File: src/rtl/serial_arith_pkg.sv
// Shared definitions for the bit-serial arithmetic blocks: state encoding,
// default operand width and a constant-friendly ceiling-log2 helper.
package serial_arith_pkg;

    typedef enum logic [1:0] {
        IDLE = 2'd0,
        RUN  = 2'd1,
        DONE = 2'd2
    } state_e;

    localparam int unsigned DEFAULT_WIDTH = 6;

    function automatic int unsigned clog2(input int unsigned value);
        int unsigned result;
        int unsigned v;
        result = 0;
        v      = (value > 0) ? value - 1 : 0;
        while (v > 0) begin
            result = result + 1;
            v      = v >> 1;
        end
        return result;
    endfunction

endpackage

File: src/rtl/serial_sub_cell.sv
// Combinational full-adder bit cell; the subtrahend bit arrives pre-inverted.
module serial_sub_cell (
    input  logic a_bit,
    input  logic nb_bit,
    input  logic cin,
    output logic s,
    output logic cout
);

    always_comb begin
        s    = a_bit ^ nb_bit ^ cin;
        cout = (a_bit & nb_bit) | (a_bit & cin) | (nb_bit & cin);
    end

endmodule

File: src/rtl/serial_subtractor.sv
// Bit-serial two's-complement subtractor: diff = a + ~b + 1, LSB first,
// one bit per clock, with start/busy/done handshake and result flags.
module serial_subtractor
    import serial_arith_pkg::*;
#(
    parameter int unsigned WIDTH = DEFAULT_WIDTH
) (
    input  logic             clk,
    input  logic             rst,
    input  logic             start,
    input  logic [WIDTH-1:0] a,
    input  logic [WIDTH-1:0] b,
    output logic             busy,
    output logic             done,
    output logic [WIDTH-1:0] diff,
    output logic             borrow,
    output logic             overflow,
    output logic             zero
);

    localparam int unsigned CntW = clog2(WIDTH + 1);
    localparam logic [CntW-1:0] LastBit = CntW'(WIDTH - 1);

    state_e           state_q, state_d;
    logic [WIDTH-1:0] a_sh_q, a_sh_d;
    logic [WIDTH-1:0] b_sh_q, b_sh_d;
    logic [WIDTH-1:0] res_q, res_d;
    logic [CntW-1:0]  cnt_q, cnt_d;
    logic             carry_q, carry_d;
    logic [WIDTH-1:0] diff_q, diff_d;
    logic             borrow_q, borrow_d;
    logic             overflow_q, overflow_d;
    logic             zero_q, zero_d;

    logic sum_bit;
    logic carry_out;

    serial_sub_cell u_cell (
        .a_bit  (a_sh_q[0]),
        .nb_bit (b_sh_q[0]),
        .cin    (carry_q),
        .s      (sum_bit),
        .cout   (carry_out)
    );

    always_comb begin
        state_d    = state_q;
        a_sh_d     = a_sh_q;
        b_sh_d     = b_sh_q;
        res_d      = res_q;
        cnt_d      = cnt_q;
        carry_d    = carry_q;
        diff_d     = diff_q;
        borrow_d   = borrow_q;
        overflow_d = overflow_q;
        zero_d     = zero_q;

        unique case (state_q)
            IDLE: begin
                if (start) begin
                    a_sh_d  = a;
                    b_sh_d  = ~b;
                    res_d   = '0;
                    carry_d = 1'b1;
                    cnt_d   = '0;
                    state_d = RUN;
                end
            end
            RUN: begin
                a_sh_d  = a_sh_q >> 1;
                b_sh_d  = b_sh_q >> 1;
                res_d   = {sum_bit, res_q[WIDTH-1:1]};
                carry_d = carry_out;
                cnt_d   = cnt_q + CntW'(1);
                if (cnt_q == LastBit) begin
                    // carry_q is the carry into the MSB on this final bit.
                    diff_d     = res_d;
                    borrow_d   = ~carry_out;
                    overflow_d = carry_q ^ carry_out;
                    zero_d     = (res_d == '0);
                    state_d    = DONE;
                end
            end
            DONE: begin
                state_d = IDLE;
            end
            default: begin
                state_d = IDLE;
            end
        endcase
    end

    always_ff @(posedge clk or posedge rst) begin
        if (rst) begin
            state_q    <= IDLE;
            a_sh_q     <= '0;
            b_sh_q     <= '0;
            res_q      <= '0;
            cnt_q      <= '0;
            carry_q    <= 1'b0;
            diff_q     <= '0;
            borrow_q   <= 1'b0;
            overflow_q <= 1'b0;
            zero_q     <= 1'b0;
        end else begin
            state_q    <= state_d;
            a_sh_q     <= a_sh_d;
            b_sh_q     <= b_sh_d;
            res_q      <= res_d;
            cnt_q      <= cnt_d;
            carry_q    <= carry_d;
            diff_q     <= diff_d;
            borrow_q   <= borrow_d;
            overflow_q <= overflow_d;
            zero_q     <= zero_d;
        end
    end

    always_comb begin
        busy     = (state_q == RUN);
        done     = (state_q == DONE);
        diff     = diff_q;
        borrow   = borrow_q;
        overflow = overflow_q;
        zero     = zero_q;
    end

endmodule
File: config.mk
export PLATFORM = sky130hd
export DESIGN_NAME = serial_subtractor
export DESIGN_NICKNAME = d
export VERILOG_FILES = /design/src/rtl/serial_arith_pkg.sv /design/src/rtl/serial_sub_cell.sv /design/src/rtl/serial_subtractor.sv
export SDC_FILE = /design/constraint.sdc
export NUM_CORES = 1
export LEC_CHECK = 0
export ABC_AREA = 1
export CORE_ASPECT_RATIO = 1.4
export CORE_MARGIN = 4
export CORE_UTILIZATION = 46
export DETAILED_ROUTE_END_ITERATION = 7
export PLACE_DENSITY = 0.73
export SKIP_LAST_GASP = 1
export SLEW_MARGIN = 20
export SYNTH_ARGS = -nofsm -noshare
export SYNTH_HDL_FRONTEND = slang
export SYNTH_SLANG_ARGS = --single-unit
File: constraint.sdc
create_clock -name clk -period 1.35 [get_ports clk]
set_input_delay 0.27 -clock clk [delete_from_list [all_inputs] [get_ports clk]]
set_output_delay 0.27 -clock clk [all_outputs]
set_load 0.05 [all_outputs]
## Word-level counts from Yosys, hierarchy flattened

Cells that the tools add are included.

- Logic and storage cells: 45
- Register bits: 33
- Output and inout port bits: 11

- Reduce and logical (&&, ||, !) cells: 6
- Equality and inequality tests: 5
- Multiplexer cells: 13
- Bitwise gates (word level): 10
- Add/subtract/negate cells: 1

Operator list:

| operator | number |
|---|---|
| 6-bit case mux with 2 select lines | 3 |
| 6-bit 2-to-1 mux | 3 |
| 6-bit zero test | 1 |
| 6-bit NOT | 1 |
| 3-bit case mux with 2 select lines | 1 |
| 2-bit AND reduction | 3 |
| 2-bit 2-to-1 mux | 2 |
| 2-bit case mux with 2 select lines | 1 |
| 3-bit by 1-bit adder with 3-bit output (second input constant) | 1 |
| 1-bit AND | 3 |
| 3-bit equality test (second input constant) | 1 |
| 3-bit 2-to-1 mux | 1 |
| 1-bit XOR | 3 |
| 2-bit by 1-bit equality test with 1-bit output (second input constant) | 1 |
| 2-bit equality test (second input constant) | 1 |
| 2-bit zero test | 1 |
| 2-bit by 1-bit != test with 1-bit output (second input constant) | 1 |
| 2-bit != test (second input constant) | 1 |
| 1-bit bitwise OR | 2 |
| 1-bit case mux with 2 select lines | 1 |
| 2-bit nonzero test | 1 |
| 1-bit 2-to-1 mux | 1 |
| 1-bit NOT | 1 |

## Logic depth before layout (Yosys ltp)

- Depth after elaboration: 4
- Mapped depth: 6

## Hierarchy

Synthesis repeated with hierarchy kept, for this count alone.

- Cell total of the unflattened synthesis: 171
- Area total of the unflattened synthesis: 1526.5 um^2

Modules (own cells, without submodules):

| module | cells each | area each (um^2) | times used |
|---|---|---|---|
| serial_subtractor | 170 | 1506.4 | 1 |
| serial_sub_cell | 1 | 20.0 | 1 |

## Worst setup path before layout

OpenSTA, ideal clock, no wires.

- Path type: reg-to-output
- Start: reg state_q[1]
- End: out done
- Cell stages (with the launch flop): 3
- Arrival: 1113 ps
- Path slack: -33 ps
- Data required time: 1080 ps
- Path buffers: 0
- Cell sequence: dfrtp_1 inv_2 nor2_1

- Longest elaborated chain between the ends: 1

Ends and longest elaborated chain:

| element | RTL line | source |
|---|---|---|
| from (decl) | serial_subtractor.sv:24 | `state_e state_q, state_d;` |
| from (signal assigned) | serial_subtractor.sv:106 | `state_q <= state_d;` |
| 2-bit equality test | serial_subtractor.sv:121 | `done = (state_q == DONE);` |
| to (decl) | serial_subtractor.sv:14 | `output logic done,` |

Every way passes these cells.

## Worst setup path in the final report

- Start: reg a_sh_q[0]
- End: reg zero_q (netlist: zero)

- Longest elaborated chain between the ends: 3

Ends and longest elaborated chain:

| element | RTL line | source |
|---|---|---|
| from (decl) | serial_subtractor.sv:25 | `logic [WIDTH-1:0] a_sh_q, a_sh_d;` |
| from (signal assigned) | serial_subtractor.sv:107 | `a_sh_q <= a_sh_d;` |
| 1-bit XOR (2 in series) | serial_sub_cell.sv:11 | `s = a_bit ^ nb_bit ^ cin;` |
| 6-bit zero test | serial_subtractor.sv:80 | `zero_d = (res_d == '0);` |
| to (signal assigned) | serial_subtractor.sv:115 | `zero_q <= zero_d;` |
| to (decl) | serial_subtractor.sv:33 | `logic zero_q, zero_d;` |

Every way passes these cells.
A chain may end at the register's enable or synchronous reset.

==> summary.md <==
| Metric | Value |
|---|---|
| Status | `complete, but fails checks` |
| Failing checks | `negative setup slack` |
| VDD IR-drop max | `1.66 mV` |
| F_max | `727 MHz` |
| Syn Nets | `189` |
| Placed Cells incl. Taps | `236` |
| Chip width | `55.9 um` |
| Starting DRT DRC Count | `29` |
| Most used cell, CP | `nand2_1` |
| Fin. max-slew vios | `0` |
| WP data required | `1.58 ns` |
| Placed Area | `1940 um^2` |
| Vias in the first global route | `1,361` |
| Fin Setup TNS | `-0.0379 ns` |
| CP max stage cell | `fa_1` |
| Clk sinks | `32` |
| RSZ-0062 raised after global routing | `true` |
| Tcrit/Tclk final | `102%` |
| CP arrival | `1.60 ns` |
| Antenna Violating Nets Remaining | `0` |
| Clock latency on the worst-skew pair | `0.29 ns` |
| Synth Cell Area | `1480 um^2` |
| Final Wtd Congestion | `0.807` |
| Top post-synthesis cells by area | `dfrtp_1 54%, nand2_1 12%, nand3_1 8.5%` |
| Starting density of the core | `47.8%` |
| H-tree Lvls | `2` |
| Register area share after synthesis | `54.1%` |
| Drt pass-1 iters | `4` |
| Slew headroom | `86.1%` |
| Worst setup EP type | `register` |
| Number of port buffers | `25` |
| # hold bufs at CTS | `0` |
| Initial antenna violation count | `0` |
| Min Tclk post-route | `1.38 ns` |
| CTS Root Cell | `clkbuf_8` |
| Total grt overflow | `0` |
| Row count | `24` |
| Setup Viol. Count Final | `2` |
| Post-synth top area share | `54.1%` |
| Startpoint Class | `register` |
| Share of layout cells above drive strength 1 | `22.2%` |
| Synth warn | `0` |
| Worst clock skew | `0.00523 ns` |
| Total Power Consumption | `5570 uW` |
| Reg2Reg Setup Slack | `-0.03 ns` |
| Final Non-Filler Cells | `251` |
| FF+latch count, synth | `32` |
| Worst Path Buf+Inv | `1` |
| Vias/cell | `5.12` |
| CTS Buf Count | `5` |
| Syn Inst Count | `171` |
| Core ar. | `3090 um^2` |
| Distinct cells, synth | `20` |
| DRT Wirelength | `3290 um` |
| Antenna diodes | `0` |
| Hold crit path type | `input port to async pin` |
| Crit-path leading delay family | `adder cells` |
| Synth Area per Inst | `8.65 um^2` |
| Longest Clk Path Bufs | `2` |
| Die span in y | `75.1 um` |
| Die ar. | `4200 um^2` |
| Worst path max stage delay | `0.57 ns` |
| Post-route setup slack | `-0.0256 ns` |
| Area of the multi-input gates | `561 um^2` |
| Layout fillers | `243` |
| Sequential cell area | `802 um^2` |
| Worst-margin pin slew | `0.209 ns` |
| Fin nets | `229` |
| Largest net degree at the start of global routing | `33` |
| Kind of critical path | `register to register` |
| PD cells | `2610 nW/um^2` |
| Drc violations | `0` |
| Via count | `1,284` |
| I/O pins | `26` |
| Reg clk slew, reported paths | `0.07 ns` |
| Max FO, Critical Path | `2` |
| Layout area overhead | `44.1%` |
| P_leak | `0.00108 uW` |
| Wire per inst | `13.1 um` |
| Tot GR Track Use | `16.9%` |
| Final Cell Area | `2130 um^2` |
| Dpl hpwl | `2250 um` |
| First-pass GRT wire length | `5510 um` |
| CTS tree | `done` |
| Final Hold Viols | `0` |
| Max-Cap Viols | `0` |
| Crit-path cells | `inv_2 > fa_1 > nand2_1 > nor2_1 > nand3_1 > nand2_1` |
| Area leader, netlist | `dfrtp_1` |
## logic make-up after synthesis
family	count (synthesis)	share of synthesized area, %
compound gates	18	6.77
buf+inv	34	9.81
xor+xnor	2	1.18
flops	32	54.1
fa+ha+maj	3	3.05
simple gates	82	25.0
## final cells by class
class / count / area share [%]
Sequential cell: 32 / 37.6
Multi-Input combinational cell: 105 / 26.3
Timing Repair Buffer: 40 / 24.0
Inverter: 27 / 4.76
Clock buffer: 6 / 3.41
Tap cell: 39 / 2.29
Clock inverter: 2 / 1.64
## per-layer routing
layer	part of all wire (%)	track usage, %	up-vias
met3	6.0	5.83	12
met5	0	0	-
li1	-	-	618
met2	52	32.0	39
met4	3.2	10.0	0
met1	38	16.0	615
## power breakdown
part / total, uW / switching, uW / internal (uW) / leakage [uW]
Clock: 905 / 358 / 547 / 0.0000552
Sequential: 1720 / 333 / 1380 / 0.000402
Combinational: 2950 / 1600 / 1350 / 0.000620
Total: 5570 / 2290 / 3280 / 0.00108
## worst paths after layout
check                                    endpoint                  start  cells after the start
setup / recovery                 zero$_DFFE_PP0P_  a_sh_q[0]$_DFFE_PP0P_                      6
hold / removal                diff[3]$_DFFE_PP0P_                    rst                      3
setup reg to reg                 zero$_DFFE_PP0P_  a_sh_q[0]$_DFFE_PP0P_                      6
hold reg to reg             a_sh_q[4]$_DFFE_PP0P_  a_sh_q[5]$_DFFE_PP0P_                      2
max in group asynchronous  state_q[0]$_DFFE_PP0P_                    rst                      3
min in group clk            a_sh_q[4]$_DFFE_PP0P_  a_sh_q[5]$_DFFE_PP0P_                      2
## tightest hold or removal path: stages
cell and delay (ns):
clkdlybuf4s50_1 0.41, inv_1 0.10, buf_12 0.21
## layout by cell type (no fill, tap or decap), types with 5 or more instances in the layout
cell,n
nand3_1,25
buf_12,14
nand2_1,46
clkbuf_8,5
o21ai_0,9
inv_2,5
o22ai_1,6
dfrtp_1,31
buf_4,12
clkdlybuf4s50_1,14
inv_1,22
## synth_stat cells (all sizes together)
| cell | n |
|---|---|
| nand3 | 25 |
| fa | 1 |
| ha | 2 |
| nand4 | 2 |
| o21ai | 10 |
| nor2 | 6 |
| inv | 27 |
| o22ai | 6 |
| dfrtp | 32 |
| xnor2 | 2 |
| o211ai | 1 |
| buf | 7 |
| a21oi | 1 |
| nand2 | 49 |
## state kept, by name, indices dropped and copies added, names as in the netlist
name	cells
diff	6
a_sh_q	6
zero	1
carry_q	1
overflow	1
borrow	1
cnt_q	3
state_q	2
res_q	5
b_sh_q	6
## metrics by stage
| stage | hold slack, ns | setup slack [ns] | utilization (%) |
|---|---|---|---|
| detailed placement | 0.502 | -0.0544 | 62.9 |
| CTS | 0.339 | -0.00610 | 67.6 |
| finish | 0.337 | -0.0256 | 68.9 |
| global route | 0.362 | -0.113 | 68.9 |
| global placement | 0.495 | -0.0408 | 62.9 |
| floorplan | 0.379 | 0.0741 | - |
## what timing repair did
item                                    in CTS  in global routing
resized for setup                            1                  9
setup buffers                                5                  2
endpoints found under the setup margin       3                 21
pin swaps                                    4                  1
(Power assumes the default switching activity.)
